**config.mk**
```make
export PLATFORM = sky130hd
export DESIGN_NAME = sram_rw_ctrl_flat
export DESIGN_NICKNAME = d
export VERILOG_FILES = /design/src/rtl/sram_rw_ctrl_if.sv /design/src/rtl/sram_rw_ctrl.sv /design/src/flat_wrapper.sv
export SDC_FILE = /design/constraint.sdc
export NUM_CORES = 1
export LEC_CHECK = 0
export ABC_AREA = 1
export CORE_MARGIN = 4
export CORE_UTILIZATION = 34
export DETAILED_ROUTE_END_ITERATION = 10
export GPL_TIMING_DRIVEN = 0
export PLACE_DENSITY = 0.77
export SKIP_CTS_REPAIR_TIMING = 1
export SYNTH_ARGS = -nofsm -noshare
export SYNTH_HDL_FRONTEND = slang
export SYNTH_SLANG_ARGS = --single-unit
```
**constraint.sdc**
```tcl
create_clock -name clk -period 1.3 [get_ports clk]
set_input_delay 0.13 -clock clk [delete_from_list [all_inputs] [get_ports clk]]
set_output_delay 0.13 -clock clk [all_outputs]
set_load 0.05 [all_outputs]
```
**src/rtl/sram_rw_ctrl_if.sv**
```systemverilog
// Request/response bus between a requester and sram_rw_ctrl; rsp_err exists only with SRAM_RSP_ERR_EN.
// master = requester side, slave = controller side.
interface sram_rw_ctrl_if #(
  parameter int ROWS = 16,
  parameter int COLS = 8
);
  localparam int AW = (ROWS > 1) ? $clog2(ROWS) : 1;

  logic            req_valid;
  logic            req_ready;
  logic            req_we;
  logic [AW-1:0]   req_addr;
  logic [COLS-1:0] req_wdata;
  logic            rsp_valid;
  logic [COLS-1:0] rsp_rdata;
`ifdef SRAM_RSP_ERR_EN
  logic            rsp_err;

  modport master (output req_valid, req_we, req_addr, req_wdata,
                  input  req_ready, rsp_valid, rsp_rdata, rsp_err);
  modport slave  (input  req_valid, req_we, req_addr, req_wdata,
                  output req_ready, rsp_valid, rsp_rdata, rsp_err);
`else
  modport master (output req_valid, req_we, req_addr, req_wdata,
                  input  req_ready, rsp_valid, rsp_rdata);
  modport slave  (input  req_valid, req_we, req_addr, req_wdata,
                  output req_ready, rsp_valid, rsp_rdata);
`endif
endinterface

```
**src/rtl/sram_rw_ctrl.sv**
```systemverilog
// Sequences wordlines/bitlines of a ROWS x COLS split-port SRAM; one request at a time.
// Write busy WR_CYC+2 cycles; read response PRE_CYC+ACC_CYC+1 cycles after handshake.
// req_ready only in IDLE, no queueing. Define SRAM_RSP_ERR_EN to add rsp_err.
module sram_rw_ctrl #(
  parameter int ROWS    = 16,
  parameter int COLS    = 8,
  parameter int WR_CYC  = 2,
  parameter int PRE_CYC = 1,
  parameter int ACC_CYC = 2
) (
  input  logic               clk,
  input  logic               rst_n,
  sram_rw_ctrl_if.slave      bus,
  output logic [ROWS-1:0]    row_wr,
  output logic [ROWS-1:0]    row_rd,
  output logic [COLS-1:0]    bl_wr,
  output logic [COLS-1:0]    blb_wr,
  output logic               pre_rd,
  output logic               sae,
  input  logic [COLS-1:0]    bl_rd,
  input  logic [COLS-1:0]    blb_rd
);
  localparam int AW   = (ROWS > 1) ? $clog2(ROWS) : 1;
  localparam int MAXC = (WR_CYC > PRE_CYC) ? ((WR_CYC > ACC_CYC) ? WR_CYC : ACC_CYC)
                                           : ((PRE_CYC > ACC_CYC) ? PRE_CYC : ACC_CYC);
  localparam int CW   = $clog2(MAXC + 1);
  localparam logic [AW:0]     ROWS_W  = (AW + 1)'(ROWS);
  localparam logic [ROWS-1:0] ROW_ONE = ROWS'(1);

  typedef enum logic [2:0] {IDLE, W_SETUP, W_PULSE, W_HOLD, R_PRE, R_ACC, R_RSP} state_t;

  state_t          state_q, state_d;
  logic [CW-1:0]   cnt_q, cnt_d;
  logic [AW-1:0]   addr_q, addr_d;
  logic [COLS-1:0] wdata_q, wdata_d;
  logic [COLS-1:0] rdata_q, rdata_d;
  logic            in_range;
  logic [ROWS-1:0] row_sel;
  logic            wr_last, pre_last, acc_last;
`ifdef SRAM_RSP_ERR_EN
  logic            err_q, err_d;
`endif

  // Out-of-range rows keep the full timing but never raise a wordline.
  assign in_range = {1'b0, addr_q} < ROWS_W;
  assign row_sel  = in_range ? (ROW_ONE << addr_q) : '0;
  assign wr_last  = cnt_q == CW'(WR_CYC - 1);
  assign pre_last = cnt_q == CW'(PRE_CYC - 1);
  assign acc_last = cnt_q == CW'(ACC_CYC - 1);

  always_comb begin
    state_d = state_q;
    cnt_d   = cnt_q;
    addr_d  = addr_q;
    wdata_d = wdata_q;
    rdata_d = rdata_q;
`ifdef SRAM_RSP_ERR_EN
    err_d   = err_q;
`endif
    case (state_q)
      IDLE: if (bus.req_valid) begin
        addr_d  = bus.req_addr;
        wdata_d = bus.req_wdata;
        state_d = bus.req_we ? W_SETUP : R_PRE;
      end
      W_SETUP: state_d = W_PULSE;
      W_PULSE: if (wr_last) state_d = W_HOLD; else cnt_d = cnt_q + CW'(1);
      W_HOLD:  state_d = IDLE;
      R_PRE:   if (pre_last) state_d = R_ACC; else cnt_d = cnt_q + CW'(1);
      R_ACC: begin
        if (acc_last) begin
          // A column reads 1 only on a clean bl=1/blb=0 split.
          rdata_d = in_range ? (bl_rd & ~blb_rd) : '0;
`ifdef SRAM_RSP_ERR_EN
          err_d   = !in_range || (|(bl_rd ~^ blb_rd));
`endif
          state_d = R_RSP;
        end else begin
          cnt_d = cnt_q + CW'(1);
        end
      end
      R_RSP:   state_d = IDLE;
      default: state_d = IDLE;
    endcase
    if (state_d != state_q) cnt_d = '0;
  end

  always_ff @(posedge clk or negedge rst_n) begin
    if (!rst_n) begin
      state_q <= IDLE;
      cnt_q   <= '0;
      addr_q  <= '0;
      wdata_q <= '0;
      rdata_q <= '0;
    end else begin
      state_q <= state_d;
      cnt_q   <= cnt_d;
      addr_q  <= addr_d;
      wdata_q <= wdata_d;
      rdata_q <= rdata_d;
    end
  end

`ifdef SRAM_RSP_ERR_EN
  always_ff @(posedge clk or negedge rst_n) begin
    if (!rst_n) err_q <= 1'b0;
    else        err_q <= err_d;
  end
  assign bus.rsp_err = err_q;
`endif

  // Array drives decode straight from state_q so reset drops them asynchronously.
  always_comb begin
    row_wr = '0;
    row_rd = '0;
    bl_wr  = '0;
    blb_wr = '0;
    pre_rd = 1'b0;
    sae    = 1'b0;
    case (state_q)
      W_SETUP, W_HOLD: begin
        bl_wr  = wdata_q;
        blb_wr = ~wdata_q;
      end
      W_PULSE: begin
        bl_wr  = wdata_q;
        blb_wr = ~wdata_q;
        row_wr = row_sel;
      end
      R_PRE: pre_rd = 1'b1;
      R_ACC: begin
        row_rd = row_sel;
        sae    = acc_last;
      end
      default: ;
    endcase
  end

  assign bus.req_ready = (state_q == IDLE);
  assign bus.rsp_valid = (state_q == R_RSP);
  assign bus.rsp_rdata = rdata_q;

endmodule

```
**src/flat_wrapper.sv**
```systemverilog
// flat-port wrapper written by rule: the top's interface ports become plain ports
module sram_rw_ctrl_flat 
#(
  parameter int ROWS    = 16,
  parameter int COLS    = 8,
  parameter int WR_CYC  = 2,
  parameter int PRE_CYC = 1,
  parameter int ACC_CYC = 2
)
  (clk, rst_n, row_wr, row_rd, bl_wr, blb_wr, pre_rd, sae, bl_rd, blb_rd, bus_req_valid, bus_req_we, bus_req_addr, bus_req_wdata, bus_req_ready, bus_rsp_valid, bus_rsp_rdata);
  sram_rw_ctrl_if #(.ROWS(ROWS), .COLS(COLS)) bus_i ();
  input  logic clk;
  input  logic rst_n;
  output logic [ROWS-1:0] row_wr;
  output logic [ROWS-1:0] row_rd;
  output logic [COLS-1:0] bl_wr;
  output logic [COLS-1:0] blb_wr;
  output logic pre_rd;
  output logic sae;
  input  logic [COLS-1:0] bl_rd;
  input  logic [COLS-1:0] blb_rd;
  input wire logic [$bits(bus_i.req_valid)-1:0] bus_req_valid;
  input wire logic [$bits(bus_i.req_we)-1:0] bus_req_we;
  input wire logic [$bits(bus_i.req_addr)-1:0] bus_req_addr;
  input wire logic [$bits(bus_i.req_wdata)-1:0] bus_req_wdata;
  output wire logic [$bits(bus_i.req_ready)-1:0] bus_req_ready;
  output wire logic [$bits(bus_i.rsp_valid)-1:0] bus_rsp_valid;
  output wire logic [$bits(bus_i.rsp_rdata)-1:0] bus_rsp_rdata;
  assign bus_i.req_valid = bus_req_valid;
  assign bus_i.req_we = bus_req_we;
  assign bus_i.req_addr = bus_req_addr;
  assign bus_i.req_wdata = bus_req_wdata;
  assign bus_req_ready = bus_i.req_ready;
  assign bus_rsp_valid = bus_i.rsp_valid;
  assign bus_rsp_rdata = bus_i.rsp_rdata;
  sram_rw_ctrl #(.ROWS(ROWS), .COLS(COLS), .WR_CYC(WR_CYC), .PRE_CYC(PRE_CYC), .ACC_CYC(ACC_CYC)) u_core (.clk(clk), .rst_n(rst_n), .bus(bus_i), .row_wr(row_wr), .row_rd(row_rd), .bl_wr(bl_wr), .blb_wr(blb_wr), .pre_rd(pre_rd), .sae(sae), .bl_rd(bl_rd), .blb_rd(blb_rd));
endmodule
```
Word level (Yosys, flattened, before mapping)
Cells that the tools add are included.
{"block": "word_totals", "regBits": 25, "inputBits": 32, "out_inout_bits": 60, "wordCells": 44}
{"block": "op_classes", "add_sub_neg": 1, "n_eq_ne": 10, "shift": 1, "mux": 16, "bitwise": 3, "n_reduce_logical": 8}
{"cell": "$mux 16", "count": 2}
{"cell": "$mux 8", "count": 2}
{"cell": "$not 8->8", "count": 2}
{"cell": "$shl 1x4->16 const A", "count": 1}
{"cell": "$mux 3", "count": 5}
{"cell": "$pmux 3 s5", "count": 1}
{"cell": "$eq 3x3->1 const B", "count": 3}
{"cell": "$and 8x8->8", "count": 1}
{"cell": "$eq 3x2->1 const B", "count": 2}
{"cell": "$mux 2", "count": 3}
{"cell": "$ne 3x3->1 const B", "count": 2}
{"cell": "$pmux 2 s2", "count": 1}
{"cell": "$reduce_and 2->1", "count": 2}
{"cell": "$eq 3x1->1 const B", "count": 1}
{"cell": "$logic_not 3->1", "count": 1}
{"cell": "$ne 3x3->1", "count": 1}
{"cell": "$reduce_and 3->1", "count": 1}
{"cell": "$reduce_bool 3->1", "count": 1}
{"cell": "$reduce_or 3->1", "count": 1}
{"cell": "$add 2x1->2 const B", "count": 1}
{"cell": "$eq 2x1->1 const B", "count": 1}
{"cell": "$logic_not 2->1", "count": 1}
{"cell": "$mux 1", "count": 2}
{"cell": "$reduce_or 2->1", "count": 1}

Longest topological paths before layout
{"block": "depth", "word_depth": 6, "mapped_depth": 10, "mapped_depth_nobuf": 10}

Worst setup path after synthesis
OpenSTA, ideal clock, no wires.
{"block": "synth_timing", "path_kind": "flip-flop to output port", "startpoint": "reg u_core.state_q[2]", "endpoint": "out row_wr[10]", "t_arrival_ns": 1.611, "t_required_ns": 1.170, "setup_slack_ns": -0.441, "stages_incl_launch_ff": 6, "n_path_buf": 2, "path_cell_list": "dfrtp_1 > buf_6 > nor2_1 > nand2_1 > buf_2 > nor2_1"}
{"block": "synth_between", "elab_chain_len": 2}
{"item": "from (decl)", "line": "sram_rw_ctrl.sv:32", "source": "state_t state_q, state_d;"}
{"item": "from (signal assigned)", "line": "sram_rw_ctrl.sv:96", "source": "state_q <= state_d;"}
{"item": "$eq 3x2->1", "line": "sram_rw_ctrl.sv:120", "source": "case (state_q)"}
{"item": "$mux 16", "line": "sram_rw_ctrl.sv:120"}
{"item": "to (decl)", "line": "flat_wrapper.sv:14", "source": "output logic [ROWS-1:0] row_wr;"}
Every way passes these cells.

Worst setup path after layout
{"block": "layout_timing", "startpoint": "reg u_core.state_q[0]", "endpoint": "out row_rd[2]"}
{"block": "layout_between", "elab_chain_len": 2}
{"item": "$eq 3x3->1", "line": "sram_rw_ctrl.sv:120"}
{"item": "$mux 16", "line": "sram_rw_ctrl.sv:120"}
{"item": "to (decl)", "line": "flat_wrapper.sv:15", "source": "output logic [ROWS-1:0] row_rd;"}
Every way passes these cells.

==> results.ini <==
[cells_and_area]
area_delta_synth_final_pct=144
drive_above_1_share_pct=55.7
fin_nets=383
regArea_um2=627
fin_cells=400
num-fill-cells=197
diodes=0
multi_input_area_um2=1290

[power]
p_clk_share_pct=5.3
leakagePower_nw=1.63
combPwrFrac_pct=79.4
p_int_mw=4.23
vdd_ir_drop_max_v=0.00123
p_switching_mw=5.18
power.density_nw_per_um2=2470
p_sw_share_pct=55.0
pwr-share-seq_pct=15.3

[sta]
fin_crit_sh_pct=135
post-route-min-period_ps=1760
finalHoldViolations=0
slew_viol_final=0
skew_ps=5.24
max-slew-margin-rel_pct=21.8
rsz0062_at_grt=yes
fmax_mhz=569
tightestPinTransition_ps=1170
setup_viol=74
layout_setup_ws_ps=-459

[route]
drcViolationCount=0
via_count=2177
dr.first_iter.drc_count=126
drt_wl_total_um=7500
routedWlPerCell_um=18.7
postRouteAntennaNets=0
viasPerCell=5.44
first_pass_iters=4

[die]
die_h_um=75.8
ioPinCount=92
core_area_um2=4410
rows=24
die-area_um2=5740
start_util_pct=35.4
die_w_um=75.8

[clocking]
htreeDepth=1
insertion_delay_ps=280
cts_tree=built
cts_root_buf=clkbuf_8
path_clk_slew_ps=100
numCtsBuffers=3
cts_buffer_depth=2
clock_sinks=25

[logic_synthesis]
synth_most_common_cell=nor2_1
synth_area_per_cell_um2=7.23
synth_common_cells=nor2_1 (71), dfrtp_1 (25), nand2_1 (25), nand4_1 (17), inv_1 (15)
ys_seq_elements=25
ys_async_sr_fraction_pct=100
yosys.cell_types.count=24
synth_compound_area_share_pct=8.49
syn_nets=250
synthCells=216
synth_flop_cell=dfrtp_1
synth_top_area_share_pct=40.1
yosysSeqAreaShare_pct=40.1
post_synth_xor_area_fraction_pct=0
syn-cell-area_um2=1560
synth_top_family_by_area=simple AND/OR/NAND/NOR gates
synth_edf_count=0
synth_fa_ha_area_share_pct=1.60
synth_top_cell_by_area=dfrtp_1
yosys.area_share.simple_pct=39.0
synth_area_leaders=dfrtp_1 (40%), nor2_1 (17%), nand4_1 (6.8%)
yosysWarnings=0
synth.area.mux_share_pct=0

[setup_path]
start_kind=flop
critical_path_class=reg2out
critPathCaptureType=primary output
critical_path.max_fanout=5
cp.arrival_ps=1630
required_ps=1170
ff2ff_path_depth=9

[global_routing]
antenna_found_initial=0
groute.usage.overall_pct=17.3
grt_max_degree=26
grt_pass1_vias=1704
grt_pass1_wl_um=7710
grt-ovfl-total=0

[run]
max_cap_viol_count=0

[placed_design]
place_ws_ps=-898
dpl.cell_count=359
hpwl_um=3860
io_buffer_count=91
gp_congestion=0.829

[run_status]
outcome=finished with violations
failed_checks=negative setup slack

[min_path]
hp-class=in2async

cell type report:
| cell class | count | share of cell area [%] |
|---|---|---|
| flip-flops and latches | 25 | 16.4 |
| clock inverters | 1 | 0.197 |
| well taps | 52 | 1.70 |
| multi-input cells | 160 | 33.9 |
| plain buffers | 13 | 5.05 |
| inverters | 20 | 2.49 |
| repair buffers | 123 | 38.6 |
| clock buffers | 3 | 1.08 |
| repair inverters | 3 | 0.590 |
power groups by stage:
stage          clock network, mW  logic (mW)  registers, mW
6_report                   0.499        7.47           1.44
2_1_floorplan                  0        3.51           1.82
3_3_place_gp                   0        5.27           1.38
3_5_place_dp                   0        5.34           1.40
4_1_cts                    0.499        5.37           1.39
5_1_grt                    0.513        7.82           1.49
cell families (layout without fill, tap and decap cells):
family	count (synthesis)	after routing
compound gates	24	24
simple gates	132	134
flops	25	25
buf+inv	33	163
fa+ha+maj	2	2
state kept, by name, indices dropped and copies added, names as in the netlist:
name                  count
u_core.addr_q             4
u_core.bus.rsp_rdata      8
u_core.cnt_q              2
u_core.state_q            3
u_core.wdata_q            8
stage by stage:
stage                     setup TNS [ps]  hold slack (ps)  util (%)  power (mW)  instance area, um2
after floorplan                    -6430             -166         -        5.33                1940
after global placement            -42760              481      66.0        6.65                2910
after detailed placement          -44670              492      66.0        6.74                2910
after CTS                         -58260              395      67.1        7.25                2960
after global routing              -24630              170      86.5        9.82                3820
final                             -21980             73.4      86.5        9.41                3820
critical path: stages, from the launching register on:
cell and delay, ps:
dfrtp_2 450, inv_2 90, nor2_4 220, nand2_8 120
buf_12 160, nor2_4 130, buf_8 170
layer usage:
metal | routed length [um] | part of all wire (%) | GRT usage [%] | up-vias
met3 | 594 | 7.9 | 5.28 | 28
met1 | 2700 | 36 | 20.3 | 1059
met2 | 3900 | 52 | 31.0 | 122
li1 | - | - | - | 968
met5 | 0 | 0 | 0 | -
met4 | 300 | 4.0 | 3.50 | 0
path summary, 6_finish.rpt:
kind / from / endpoint / slack (ps)
worst max register to register: u_core.state_q[0]$_DFF_PN0_ / u_core.bus.rsp_rdata[5]$_DFFE_PN0P_ / -320
worst max-delay path: u_core.state_q[0]$_DFF_PN0_ / row_rd[2] / -460
max in group asynchronous: rst_n / u_core.state_q[0]$_DFF_PN0_ / 450
worst min register to register: u_core.bus.rsp_rdata[7]$_DFFE_PN0P_ / u_core.bus.rsp_rdata[7]$_DFFE_PN0P_ / 520
worst min-delay path: rst_n / u_core.wdata_q[6]$_DFFE_PN0P_ / 70
min in group clk: bl_rd[0] / u_core.bus.rsp_rdata[0]$_DFFE_PN0P_ / 390
layout by cell type, fill, tap and decap left out, drive strengths merged, types with 9 or more instances in the layout:
| master | instances |
|---|---|
| dlymetal6s2s | 9 |
| nor2 | 74 |
| dfrtp | 25 |
| o21ai | 10 |
| nand2 | 30 |
| inv | 18 |
| buf | 93 |
| a21oi | 12 |
| nand4 | 17 |
| clkdlybuf4s50 | 30 |
No activity file was read; power rests on OpenSTA's default activity.
==> edit: new RTL, same flow settings <==
The 7 states of `state_t` get a one-hot encoding in 7 bits.
--- a/src/rtl/sram_rw_ctrl.sv
+++ b/src/rtl/sram_rw_ctrl.sv
@@ -27,7 +27,7 @@
   localparam logic [AW:0]     ROWS_W  = (AW + 1)'(ROWS);
   localparam logic [ROWS-1:0] ROW_ONE = ROWS'(1);
 
-  typedef enum logic [2:0] {IDLE, W_SETUP, W_PULSE, W_HOLD, R_PRE, R_ACC, R_RSP} state_t;
+  typedef enum logic [6:0] {IDLE = 7'b0000001, W_SETUP = 7'b0000010, W_PULSE = 7'b0000100, W_HOLD = 7'b0001000, R_PRE = 7'b0010000, R_ACC = 7'b0100000, R_RSP = 7'b1000000} state_t;
 
   state_t          state_q, state_d;
   logic [CW-1:0]   cnt_q, cnt_d;
Behaviour: same outputs for any inputs over 10 cycles, from zero or initial values and one cycle with rst_n low; not proved beyond that.
==> edit against the original RTL <==
The flow still finishes with violations (negative setup slack). Synthesized area is 17% higher. Synthesized cell count is 18% higher. Routed wire length shrank 2.3%. Die area up 15%. Non-clock buffer count is 5 lower. Sequential cell count is 4 higher. Via count rose by 4.2%. Worst setup slack lost 290 ps. Maximum frequency down 14%. Final area grew 5.4%.
Power is not compared: it rests on default switching activity, and its combinational part moved more than twofold at a synthesized area within 25%.
==> edit: results (changes against the original RTL) <==
Run status
  – Outcome: complete, but fails checks
  – Failing checks: negative setup slack

Logic synthesis
  – Register area share after synthesis: 39.8% (-0.21 points)
  – Synth cell types: 25 (+4.2%)
  – Mean post-synth cell area: 7.18 um^2 (-0.65%)
  – Synth area leaders: dfrtp_1 38%, nor2_1 11%, nand2_1 7.4%
  – Syn_nets: 288 (+15%)
  – Area share of fa/ha/maj cells after synthesis: 1.37% (-0.23 points)
  – Synth Area in Compound Gates: 8.50% (+0.011 points)

STA
  – Final worst slack: -749 ps (-291 ps)
  – Count of final setup violators: 78 (+5.4%)
  – Final setup TNS: -34420 ps (-12440 ps)
  – Hold slack: 393 ps (+320 ps)

Routing
  – Initial DRC count: 132 (+4.8%)
  – Routed wl met2: 4020 um (+3.2%)
  – Routed wire length: 7330 um (-2.3%)
  – Routed via count: 2269 (+4.2%)

Worst setup path
  – R2R setup slack: -400 ps (-80 ps)
  – Max Fanout on Critical Path: 8 (+3)
  – R2r worst-path depth: 12 (+3)
  – Reg-to-reg endpoint: u_core.cnt_q[0]
  – Slowest stage cell, crit path: dfrtp_1

Finish
  – Share of layout cells above drive strength 1: 58.1% (+2.3 points)
  – Clock buf/inv share: 2.52% (+1.2 points)
  – NumNets Final: 417 (+8.9%)

GRT
  – GR Util met2: 30.2% (-0.78 points)
  – Largest net degree at the start of global routing: 30 (+15%)
  – Met3 GRT Util: 5.21% (-0.066 points)
  – Tot GR Track Use: 17.6% (+0.27 points)
  – Vias in the first global route: 2041 (+20%)
  – First-pass GRT wire length: 9070 um (+18%)

CTS
  – CTS Buf Count: 5 (+2)
  – CTS H-tree lvls: 2 (+1)
  – Clk sinks: 29 (+16%)

Place
  – GPL Wtd Cong: 0.848 (+2.3%)

Min path
  – Hold WC Path Type: in2reg
==> edit: power groups by stage <==
| stage | Clock (W) | Sequential [W] | Combinational, W |
|---|---|---|---|
| 2_1_floorplan | 0 | 0.00137 | 0.00196 |
| 3_3_place_gp | 0 | 0.00132 | 0.00262 |
| 3_5_place_dp | 0 | 0.00133 | 0.00267 |
| 4_1_cts | 0.000847 | 0.00132 | 0.00268 |
| 5_1_grt | 0.000901 | 0.00158 | 0.00395 |
| 6_report | 0.000856 | 0.00154 | 0.00370 |
==> edit: worst max path at each step <==
| stage | endpoint | cells after the start | start |
|---|---|---|---|
| 5_1_grt | blb_wr[3] | 9 | u_core.state_q[6] |
| 3_3_place_gp | blb_wr[1] | 9 | u_core.state_q[5] |
| 2_1_floorplan | bl_wr[4] | 8 | u_core.state_q[5] |
| 4_1_cts | bl_wr[6] | 9 | u_core.state_q[5] |
| 3_5_place_dp | bl_wr[6] | 9 | u_core.state_q[5] |
| 6_report | bl_wr[4] | 9 | u_core.state_q[6] |
